**src/rtl/pe_wb_scheduler.sv**
```systemverilog
// pe_wb_scheduler: Wishbone-slave request scheduler for an external 8-input
// priority encoder. Requests from hardware lines and bus writes collect in
// PEND. The masked vector is handed to the encoder, and the encoder result is
// offered as a single grant over a valid/ack handshake.
`timescale 1ns/1ps
module pe_wb_scheduler #(
    parameter logic [31:0] ADDR_BASE = 32'h3000_0000,
    parameter int          CNT_W     = 16
) (
    input  logic        wb_clk_i,
    input  logic        wb_rst_i,
    input  logic        wbs_cyc_i,
    input  logic        wbs_stb_i,
    input  logic        wbs_we_i,
    input  logic [3:0]  wbs_sel_i,
    input  logic [31:0] wbs_adr_i,
    input  logic [31:0] wbs_dat_i,
    output logic [31:0] wbs_dat_o,
    output logic        wbs_ack_o,
    input  logic [7:0]  req_i,
    output logic        pe_en_o,
    output logic [7:0]  pe_in_o,
    input  logic [2:0]  pe_out_i,
    input  logic        pe_gs_i,
    input  logic        pe_eno_i,
    output logic        grant_valid_o,
    output logic [2:0]  grant_idx_o,
    input  logic        grant_ack_i,
    output logic        irq_o
);

    typedef enum logic [1:0] {
        ST_IDLE    = 2'd0,
        ST_EVAL    = 2'd1,
        ST_CAPTURE = 2'd2,
        ST_GRANT   = 2'd3
    } state_t;

    localparam logic [2:0] OFF_PEND  = 3'd0;
    localparam logic [2:0] OFF_CLR   = 3'd1;
    localparam logic [2:0] OFF_MASK  = 3'd2;
    localparam logic [2:0] OFF_GRANT = 3'd3;
    localparam logic [2:0] OFF_CTRL  = 3'd4;
    localparam logic [2:0] OFF_COUNT = 3'd5;

    // Index of the highest set bit; used to cross-check the encoder result.
    function automatic logic [2:0] msb_index(input logic [7:0] vec);
        logic [2:0] idx;
        idx = 3'd0;
        for (int i = 0; i < 8; i++) begin
            if (vec[i]) begin
                idx = 3'(i);
            end else begin
                idx = idx;
            end
        end
        return idx;
    endfunction

    state_t           state_r, state_n_s;
    logic [7:0]       pend_r, mask_r, req_q_r, pe_in_r;
    logic             en_r, err_r;
    logic [CNT_W-1:0] count_r;
    logic [2:0]       grant_idx_r;
    logic             pe_en_r, grant_valid_r, ack_r;
    logic [31:0]      dat_r;

    logic        hit_s, access_s, wr_s;
    logic [2:0]  off_s;
    logic        wr_pend_s, wr_clr_s, wr_mask_s, wr_ctrl_s;
    logic [7:0]  vec_s, edge_s, set_s, clr_s, pend_n_s;
    logic        take_s, cap_s, cap_err_s;
    logic [31:0] rdata_s;
    logic        pe_en_n_s, grant_valid_n_s;
    logic        unused_s;

    assign hit_s     = (wbs_adr_i[31:8] == ADDR_BASE[31:8]);
    assign access_s  = wbs_cyc_i & wbs_stb_i & hit_s & ~ack_r;
    assign wr_s      = access_s & wbs_we_i & wbs_sel_i[0];
    assign off_s     = wbs_adr_i[4:2];
    assign wr_pend_s = wr_s & (off_s == OFF_PEND);
    assign wr_clr_s  = wr_s & (off_s == OFF_CLR);
    assign wr_mask_s = wr_s & (off_s == OFF_MASK);
    assign wr_ctrl_s = wr_s & (off_s == OFF_CTRL);

    assign vec_s  = pend_r & mask_r;
    assign edge_s = req_i & ~req_q_r;
    assign take_s = (state_r == ST_GRANT) & en_r & grant_ack_i;
    assign cap_s  = (state_r == ST_CAPTURE) & en_r & pe_gs_i;
    assign cap_err_s = cap_s & ((pe_out_i != msb_index(pe_in_r)) | pe_eno_i);

    // Sets (edge or W1S) are applied after both kinds of clear, so a set wins.
    assign set_s    = edge_s | (wr_pend_s ? wbs_dat_i[7:0] : 8'h00);
    assign clr_s    = (wr_clr_s ? wbs_dat_i[7:0] : 8'h00)
                    | (take_s ? (8'h01 << grant_idx_r) : 8'h00);
    assign pend_n_s = (pend_r & ~clr_s) | set_s;

    assign unused_s = ^{wbs_sel_i[3:1], wbs_adr_i[7:5], wbs_adr_i[1:0], wbs_dat_i[31:8]};

    // Read-data multiplexer over the register map.
    always_comb begin
        rdata_s = 32'h0000_0000;
        case (off_s)
            OFF_PEND:  rdata_s = {24'h00_0000, pend_r};
            OFF_CLR:   rdata_s = 32'h0000_0000;
            OFF_MASK:  rdata_s = {24'h00_0000, mask_r};
            OFF_GRANT: rdata_s = {16'h0000, err_r, 6'h00, grant_valid_r, 5'h00, grant_idx_r};
            OFF_CTRL:  rdata_s = {31'h0000_0000, en_r};
            OFF_COUNT: rdata_s = 32'(count_r);
            default:   rdata_s = 32'h0000_0000;
        endcase
    end

    // Wishbone acknowledge and read data, one registered ack per access.
    always_ff @(posedge wb_clk_i or posedge wb_rst_i) begin
        if (wb_rst_i) begin
            ack_r <= 1'b0;
            dat_r <= 32'h0000_0000;
        end else begin
            ack_r <= access_s;
            dat_r <= access_s ? rdata_s : 32'h0000_0000;
        end
    end

    // Control and status registers: pending, mask, enable, sticky error, count.
    always_ff @(posedge wb_clk_i or posedge wb_rst_i) begin
        if (wb_rst_i) begin
            pend_r  <= 8'h00;
            mask_r  <= 8'hFF;
            en_r    <= 1'b0;
            err_r   <= 1'b0;
            count_r <= '0;
            req_q_r <= 8'h00;
        end else begin
            req_q_r <= req_i;
            pend_r  <= pend_n_s;
            mask_r  <= wr_mask_s ? wbs_dat_i[7:0] : mask_r;
            en_r    <= wr_ctrl_s ? wbs_dat_i[0] : en_r;
            if (cap_err_s) begin
                err_r <= 1'b1;
            end else if (wr_ctrl_s && wbs_dat_i[1]) begin
                err_r <= 1'b0;
            end else begin
                err_r <= err_r;
            end
            count_r <= take_s ? (count_r + CNT_W'(1)) : count_r;
        end
    end

    // FSM state register.
    always_ff @(posedge wb_clk_i or posedge wb_rst_i) begin
        if (wb_rst_i) begin
            state_r <= ST_IDLE;
        end else begin
            state_r <= state_n_s;
        end
    end

    // FSM next-state logic; a cleared EN pulls every state back to IDLE.
    always_comb begin
        state_n_s = state_r;
        if (!en_r) begin
            state_n_s = ST_IDLE;
        end else begin
            case (state_r)
                ST_IDLE:    state_n_s = (|vec_s) ? ST_EVAL : ST_IDLE;
                ST_EVAL:    state_n_s = ST_CAPTURE;
                ST_CAPTURE: state_n_s = pe_gs_i ? ST_GRANT : ST_IDLE;
                ST_GRANT: begin
                    if (grant_ack_i) begin
                        state_n_s = ST_IDLE;
                    end else if (!vec_s[grant_idx_r]) begin
                        state_n_s = ST_IDLE;
                    end else begin
                        state_n_s = ST_GRANT;
                    end
                end
                default:    state_n_s = ST_IDLE;
            endcase
        end
    end

    // FSM outputs, decoded from the next state so they can be registered.
    always_comb begin
        pe_en_n_s       = 1'b0;
        grant_valid_n_s = 1'b0;
        case (state_n_s)
            ST_EVAL:    pe_en_n_s       = 1'b1;
            ST_CAPTURE: pe_en_n_s       = 1'b1;
            ST_GRANT:   grant_valid_n_s = 1'b1;
            default: begin
                pe_en_n_s       = 1'b0;
                grant_valid_n_s = 1'b0;
            end
        endcase
    end

    // Output registers: encoder drive, vector snapshot and captured grant index.
    always_ff @(posedge wb_clk_i or posedge wb_rst_i) begin
        if (wb_rst_i) begin
            pe_en_r       <= 1'b0;
            grant_valid_r <= 1'b0;
            pe_in_r       <= 8'h00;
            grant_idx_r   <= 3'd0;
        end else begin
            pe_en_r       <= pe_en_n_s;
            grant_valid_r <= grant_valid_n_s;
            if ((state_r == ST_IDLE) && (state_n_s == ST_EVAL)) begin
                pe_in_r <= vec_s;
            end else begin
                pe_in_r <= pe_in_r;
            end
            grant_idx_r   <= cap_s ? pe_out_i : grant_idx_r;
        end
    end

    assign wbs_ack_o     = ack_r;
    assign wbs_dat_o     = dat_r;
    assign pe_en_o       = pe_en_r;
    assign pe_in_o       = pe_in_r;
    assign grant_valid_o = grant_valid_r;
    assign grant_idx_o   = grant_idx_r;
    assign irq_o         = grant_valid_r;

endmodule
```
**config.mk**
```make
export PLATFORM = sky130hd
export DESIGN_NAME = pe_wb_scheduler
export DESIGN_NICKNAME = d
export VERILOG_FILES = /design/src/rtl/pe_wb_scheduler.sv
export SDC_FILE = /design/constraint.sdc
export NUM_CORES = 1
export LEC_CHECK = 0
export ABC_CLOCK_PERIOD_IN_PS = 4100
export CORE_ASPECT_RATIO = 0.9
export CORE_MARGIN = 2
export CORE_UTILIZATION = 30
export DETAILED_ROUTE_END_ITERATION = 8
export DONT_BUFFER_PORTS = 1
export GPL_TIMING_DRIVEN = 0
export PLACE_DENSITY = 0.42
export SLEW_MARGIN = 20
export SYNTH_ARGS = -nofsm -noshare
export SYNTH_HDL_FRONTEND = slang
export SYNTH_SLANG_ARGS = --single-unit
```
**constraint.sdc**
```tcl
create_clock -name wb_clk_i -period 4.1 [get_ports wb_clk_i]
set_clock_uncertainty 0.1 [all_clocks]
set_input_delay 1.025 -clock wb_clk_i [delete_from_list [all_inputs] [get_ports wb_clk_i]]
set_output_delay 1.025 -clock wb_clk_i [all_outputs]
set_load 0.05 [all_outputs]
```
-- After elaboration in Yosys (flattened, before gate mapping)
Cells that the tools add are included.
- add/subtract/negate cells: 1
- multipliers: 0
- div/mod/pow operators: 0
- order comparisons: 1
- equal/unequal tests: 13
- shift operators: 1
- muxes and demuxes: 24
- bitwise gates (word level): 24
- reduce and logical (&&, ||, !) cells: 7
- operators with widths (kind ; number):
    one-hot mux 16 bit (5 select lines) ; 1
    2-to-1 mux 32 bit ; 1
    AND 8 bit ; 3
    equality test 24 x 22 -> 1 bit, second input constant ; 1
    2-to-1 mux 8 bit ; 3
    OR 8 bit ; 3
    2-to-1 mux 3 bit ; 6
    adder 16 x 1 -> 16 bit, second input constant ; 1
    inverter 8 bit ; 2
    AND 1 bit ; 14
    equality test 2 bit, second input constant ; 4
    2-to-1 mux 2 bit ; 4
    one-hot mux 2 bit (4 select lines) ; 1
    OR reduction 8 bit ; 1
    << shifter 1 x 3 -> 8 bit, first input constant ; 1
    2-to-1 mux 1 bit ; 7
    equality test 3 x 2 -> 1 bit, second input constant ; 2
    equality test 3 bit, second input constant ; 2
    equality test 2 x 1 -> 1 bit, second input constant ; 2
    < comparator 3 x 4 -> 1 bit, second input constant ; 1
    binary-select mux 1 bit (select 3 bit) ; 1
    equality test 3 x 1 -> 1 bit, second input constant ; 1
    zero test 3 bit ; 1
    inequality test 3 bit ; 1
    6 further kinds ; 7
- bits in registers: 90
- latch bits: 0
- RAM bits: 0
- memory bits (read-only): 0
- input port bits: 87
- output and inout port bits: 47
- logic and storage cells: 84
- memories kept: 0

-- Depth between registers and ports, before layout
- depth in word-level cells: 11
- depth in mapped cells: 11
- depth with buffers taken out: 9

-- Least setup slack after synthesis
OpenSTA, ideal clock, no wires.
- kind: input -> register
- start: input port wbs_adr_i[16]
- end: register pend_r[4]
- library setup time: 0.126 ns
- arrival: 2.694 ns
- required time: 3.874 ns
- slack: 1.180 ns
- cell stages on the path: 9
- path buffers: 3
- cell sequence: nor4_1 -> nand4_1 -> or4_4 -> buf_6 -> inv_6 -> buf_12 -> buf_6 -> nand4_1 -> a221o_1
- cells in the longest elaborated chain, start to end: 11
- elaborated cells on any way between the ends: 14
- classes of those cells: eq/ne (1); mux (2); bitwise (11)
- RTL lines (item ; RTL line ; RTL):
    from (decl) ; 16 ; input logic [31:0] wbs_adr_i,
    equality test 24 x 22 -> 1 bit (*) ; 77 ; assign hit_s = (wbs_adr_i[31:8] == ADDR_BASE[31:8]);
    AND 1 bit (*) (2 in series) ; 78 ; assign access_s = wbs_cyc_i & wbs_stb_i & hit_s & ~ack_r;
    net access_s ; 68 ; logic hit_s, access_s, wr_s;
    AND 1 bit (*) (2 in series) ; 79 ; assign wr_s = access_s & wbs_we_i & wbs_sel_i[0];
    AND 1 bit ; 82 ; assign wr_clr_s = wr_s & (off_s == OFF_CLR);
    2-to-1 mux 8 bit ; 94 ; assign clr_s = (wr_clr_s ? wbs_dat_i[7:0] : 8'h00)
    OR 8 bit ; 95 ; | (take_s ? (8'h01 << grant_idx_r) : 8'h00);
    inverter 8 bit ; 96 ; assign pend_n_s = (pend_r & ~clr_s) | set_s;
    AND 8 bit ; 96 ;
    OR 8 bit (*) ; 96 ;
    net pend_n_s[4] ; 71 ; logic [7:0] vec_s, edge_s, set_s, clr_s, pend_n_s;
    to (signal assigned) ; 136 ; pend_r <= pend_n_s;
    to (decl) ; 61 ; logic [7:0] pend_r, mask_r, req_q_r, pe_in_r;
Mark *: on every way through the listed nets, which the timed path passes. The rest lies on a longest branch.
A chain may end at the register's enable or synchronous reset.

-- Worst setup path after layout
- start: register grant_idx_r[1], in the netlist grant_idx_o[1]
- end: register pe_in_r[4], in the netlist pe_in_o[4]
- cells in the longest elaborated chain, start to end: 8
- RTL lines (item ; RTL line ; RTL):
    from (decl) ; 64 ; logic [2:0] grant_idx_r;
    from (signal assigned) ; 213 ; grant_idx_r <= cap_s ? pe_out_i : grant_idx_r;
    binary-select mux 1 bit (select 3 bit) ; 172 ; end else if (!vec_s[grant_idx_r]) begin
    2-to-1 mux 1 bit (implied by the code) ; 172 ;
    2-to-1 mux 2 bit ; 172 ;
    2-to-1 mux 2 bit ; 170 ; if (grant_ack_i) begin
    one-hot mux 2 bit (4 select lines) ; 165 ; case (state_r)
    2-to-1 mux 2 bit ; 162 ; if (!en_r) begin
    equality test 2 x 1 -> 1 bit ; 208 ; if ((state_r == ST_IDLE) && (state_n_s == ST_EVAL)) begin
    logical AND 1 bit ; 208 ;
    to (signal assigned) ; 209 ; pe_in_r <= vec_s;
    to (signal assigned) ; 211 ; pe_in_r <= pe_in_r;
    to (decl) ; 61 ;
Every way passes these cells. The select of a mux whose other input is x is not followed.

==> impl_metrics.csv <==
group,metric,value,unit
routing,avgViaCountPerCell,4.85,
worst_setup_path,crit_arrival,3.43,ns
grt,grt_remaining_overflow,0,
worst_hold_path,min_to,"count_r[15]$_DFFE_PP0P_",
worst_setup_path,r2r_slack,0.76,ns
floorplan,die_w,120,µm
worst_setup_path,crit_type,"flip-flop to flip-flop",
placement,port_buffers,0,
power_and_ir_drop,p_sw_share,21.3,%
sta,setup_slack,0.763,ns
power_and_ir_drop,max-vdd-ir-drop,0.204,mV
placement,dp_slack,0.788,ns
synthesis,syn_inst,329,
clock_network,cts_buffers,9,
layout,nFillCells,1213,
layout,drive_gt1_share,20.8,%
worst_setup_path,cp-start-kind,"flip-flop",
grt,grt_antenna_before_repair,0,
worst_setup_path,required,4.20,ns
synthesis,ys_seq_area_share,51.4,%
worst_hold_path,min_path_type,"flip-flop to flip-flop",
grt,grt_max_degree,47,
clock_network,cts.repair.resized,0,
power_and_ir_drop,combPwrFrac,5.3,%
sta,tightest_slew,0.661,ns
layout,mostFrequentLayoutCell,"dfrtp_1",
synthesis,ys_ff_latch,74,
run_status,run_status,"completed",
routing,wl_per_cell,17.2,µm
routing,first_pass_iters,4,
synthesis,synth-main-ff-cell,"dfrtp_1",
sta,relSlewSlack,55.8,%
clock_network,h-tree-depth,3,
clock_network,clock-sinks,74,
floorplan,initial_core_util,30.4,%
job,maxCapViolCount,0,
layout,fin_nets,446,
power_and_ir_drop,powerDensity,413,nW/µm²
worst_setup_path,end_kind,"flip-flop",
sta,period_needed,3.34,ns
sta,drv_slew,0,
power_and_ir_drop,p_int,0.00139,W
synthesis,synthesis.area,3620,µm²
sta,period_share,81.4,%
synthesis,synth_edf_count,0,
routing,routed_wl,8980,µm
floorplan,ios,134,
sta,fin_hold_ws,0.379,ns
worst_setup_path,worstReg2RegEnd,"pe_in_o[4]$_DFFE_PP0P_",
sta,fin_setup_tns,0,ns
placement,gp_congestion,0.780,
routing,ant_nets,0,
clock_network,clkTransAtPathRegs,0.06,ns
synthesis,postSynthAreaPerCell,11.0,µm²
sta,hold_viol,0,
floorplan,row_count,38,
worst_setup_path,reg2reg_depth,10,
layout,mostFrequentLayoutCells,"66 x dfrtp_1, 27 x nand2_1, 26 x nor2_1",
synthesis,synth_cell_type_count,52,
floorplan,die_area,13000,µm²
clock_network,cts_root_buffer,"clkbuf_16",
floorplan,coreArea,11900,µm²
layout,finalNonFillerCells,521,
placement,placed_cells,505,
power_and_ir_drop,p_sw,0.000374,W
placement,dp.final_hpwl,6670,µm
synthesis,synth-async-reset-ratio,100,%
layout,n_antenna_cell,0,
grt,grt_pass1_wl,14300,µm
grt,grt_pass1_vias,2578,
routing,vias,2525,
layout,area_growth,17.7,%
sta,fmax,0.300,GHz
floorplan,die_y,108,µm
clock_network,cts_buffer_depth,2,
power_and_ir_drop,clkPwrFrac,52.9,%
synthesis,yosys_warnings,0,
clock_network,post_cts_buffers,0,
sta,setup-violations-final,0,
worst_hold_path,min_from,"count_r[15]$_DFFE_PP0P_",
routing,drcViolationCount,0,
worst_hold_path,hold_depth,1,
worst_setup_path,r2r-start,"grant_idx_o[1]$_DFFE_PP0P_",
routing,drt_iter0_markers,166,
grt,grtUsageTotal,14.6,%
clock_network,clock_latency,0.33,ns
power_and_ir_drop,seq_power_share,41.8,%
clock_network,hold_buffers,0,
power_and_ir_drop,leakage,1.90,nW
sta,rsz0062_at_grt,"no",
clock_network,tritoncts,"done",
worst_setup_path,cp_max_fo,10,
[final cells by class]
class                   count  area [µm²]  area share [%]
flip-flops and latches     74        1860            43.7
multi-input cells         226        1550            36.3
clock buffers              11         253            5.93
plain buffers              30         210            4.93
well taps                 160         200            4.70
clock inverters             5         100            2.35
inverters                  14        60.1            1.41
repair buffers              1        27.5           0.646
[registers in the layout, summed over array words and instances (netlist names)]
name	flops
pend_r	8
grant_idx_o	3
pe_en_o	1
pe_in_o	8
mask_r	8
count_r	16
req_q_r	8
grant_valid_o	1
wbs_ack_o	1
state_r	2
wbs_dat_o	16
err_r	1
en_r	1
[cells by family after synthesis]
logic type	after synthesis	synth area share, %
AO/OA/AOI/OAI	62	12.5
XOR/XNOR	17	4.11
adder cells (fa/ha/maj)	3	1.04
buffers and inverters	44	7.39
flip-flops	74	51.4
multiplexers	22	7.63
other	1	0.104
AND/OR/NAND/NOR	106	15.8
[power by group through the flow]
stage / sequential (W) / combinational (W) / clock, W
after floorplan: 0.000749 / 0.0000780 / 0
after global placement: 0.000749 / 0.0000915 / 0
after detailed placement: 0.000749 / 0.0000953 / 0
after CTS: 0.000736 / 0.0000952 / 0.000951
after global routing: 0.000736 / 0.000103 / 0.000981
final: 0.000736 / 0.0000937 / 0.000932
[metrics by stage]
stage,utilization [%],total power (W),instance area (µm²)
2_1_floorplan,-,0.000827,3680
3_3_place_gp,32.5,0.000840,3880
3_5_place_dp,32.8,0.000844,3910
4_1_cts,35.7,0.00178,4260
5_1_grt,35.7,0.00182,4260
6_report,35.7,0.00176,4260
[how the worst max path moves through the flow]
stage / startpoint / endpoint / slack [ns] / cells past startpoint
detailed placement: grant_idx_o[1]$_DFFE_PP0P_ / pe_in_o[6]$_DFFE_PP0P_ / 0.79 / 10
floorplan: wb_rst_i / count_r[0]$_DFFE_PP0P_ / 1.11 / 1
global placement: wb_rst_i / req_q_r[2]$_DFF_PP0_ / 0.15 / 1
global route: grant_idx_o[1]$_DFFE_PP0P_ / pe_in_o[6]$_DFFE_PP0P_ / 0.36 / 10
CTS: grant_idx_o[1]$_DFFE_PP0P_ / pe_in_o[6]$_DFFE_PP0P_ / 0.77 / 10
finish: grant_idx_o[1]$_DFFE_PP0P_ / pe_in_o[4]$_DFFE_PP0P_ / 0.76 / 10
[critical path, cell delays in order (launching register included)]
cell,delay (ns)
dfrtp_1,0.68
clkbuf_1,0.42
a211oi_1,0.07
a2111oi_0,0.58
nor2_1,0.08
o211ai_1,0.28
o21ai_0,0.15
ha_1,0.20
nand2_1,0.18
clkbuf_1,0.33
o21ai_0,0.13
[Yosys cell counts, drive strengths merged (2+ instances only)]
cell type	count	area share, %
ha	3	1.0
nor2	26	2.7
xnor2	8	1.9
nand2b	5	0.86
o31ai	2	0.41
nand3	6	0.83
a22oi	11	2.3
dfrtp	66	46
nand4b	2	0.48
xor2	9	2.2
a221o	8	2.2
and2	3	0.52
a211oi	2	0.41
nand4	11	2.3
and3	7	1.2
a41oi	7	1.7
nor2b	4	0.69
nor4	6	1.2
clkbuf	8	0.83
buf	22	5.0
a2111oi	3	0.73
dfstp	8	5.8
mux2	21	7.4
o21ai	19	2.6
inv	14	1.6
nand2	27	2.8
o21a	2	0.41
and4	2	0.48
a21oi	2	0.28
[per-layer routing]
| metal | vias to the layer above | GRT usage, % | wire [µm] |
|---|---|---|---|
| li1 | 1204 | - | - |
| met1 | 1216 | 20.0 | 4220 |
| met2 | 95 | 22.4 | 4060 |
| met3 | 10 | 3.43 | 573 |
| met4 | 0 | 5.80 | 129 |
| met5 | - | 0 | 0 |
Power figures use the tool's default switching activity.
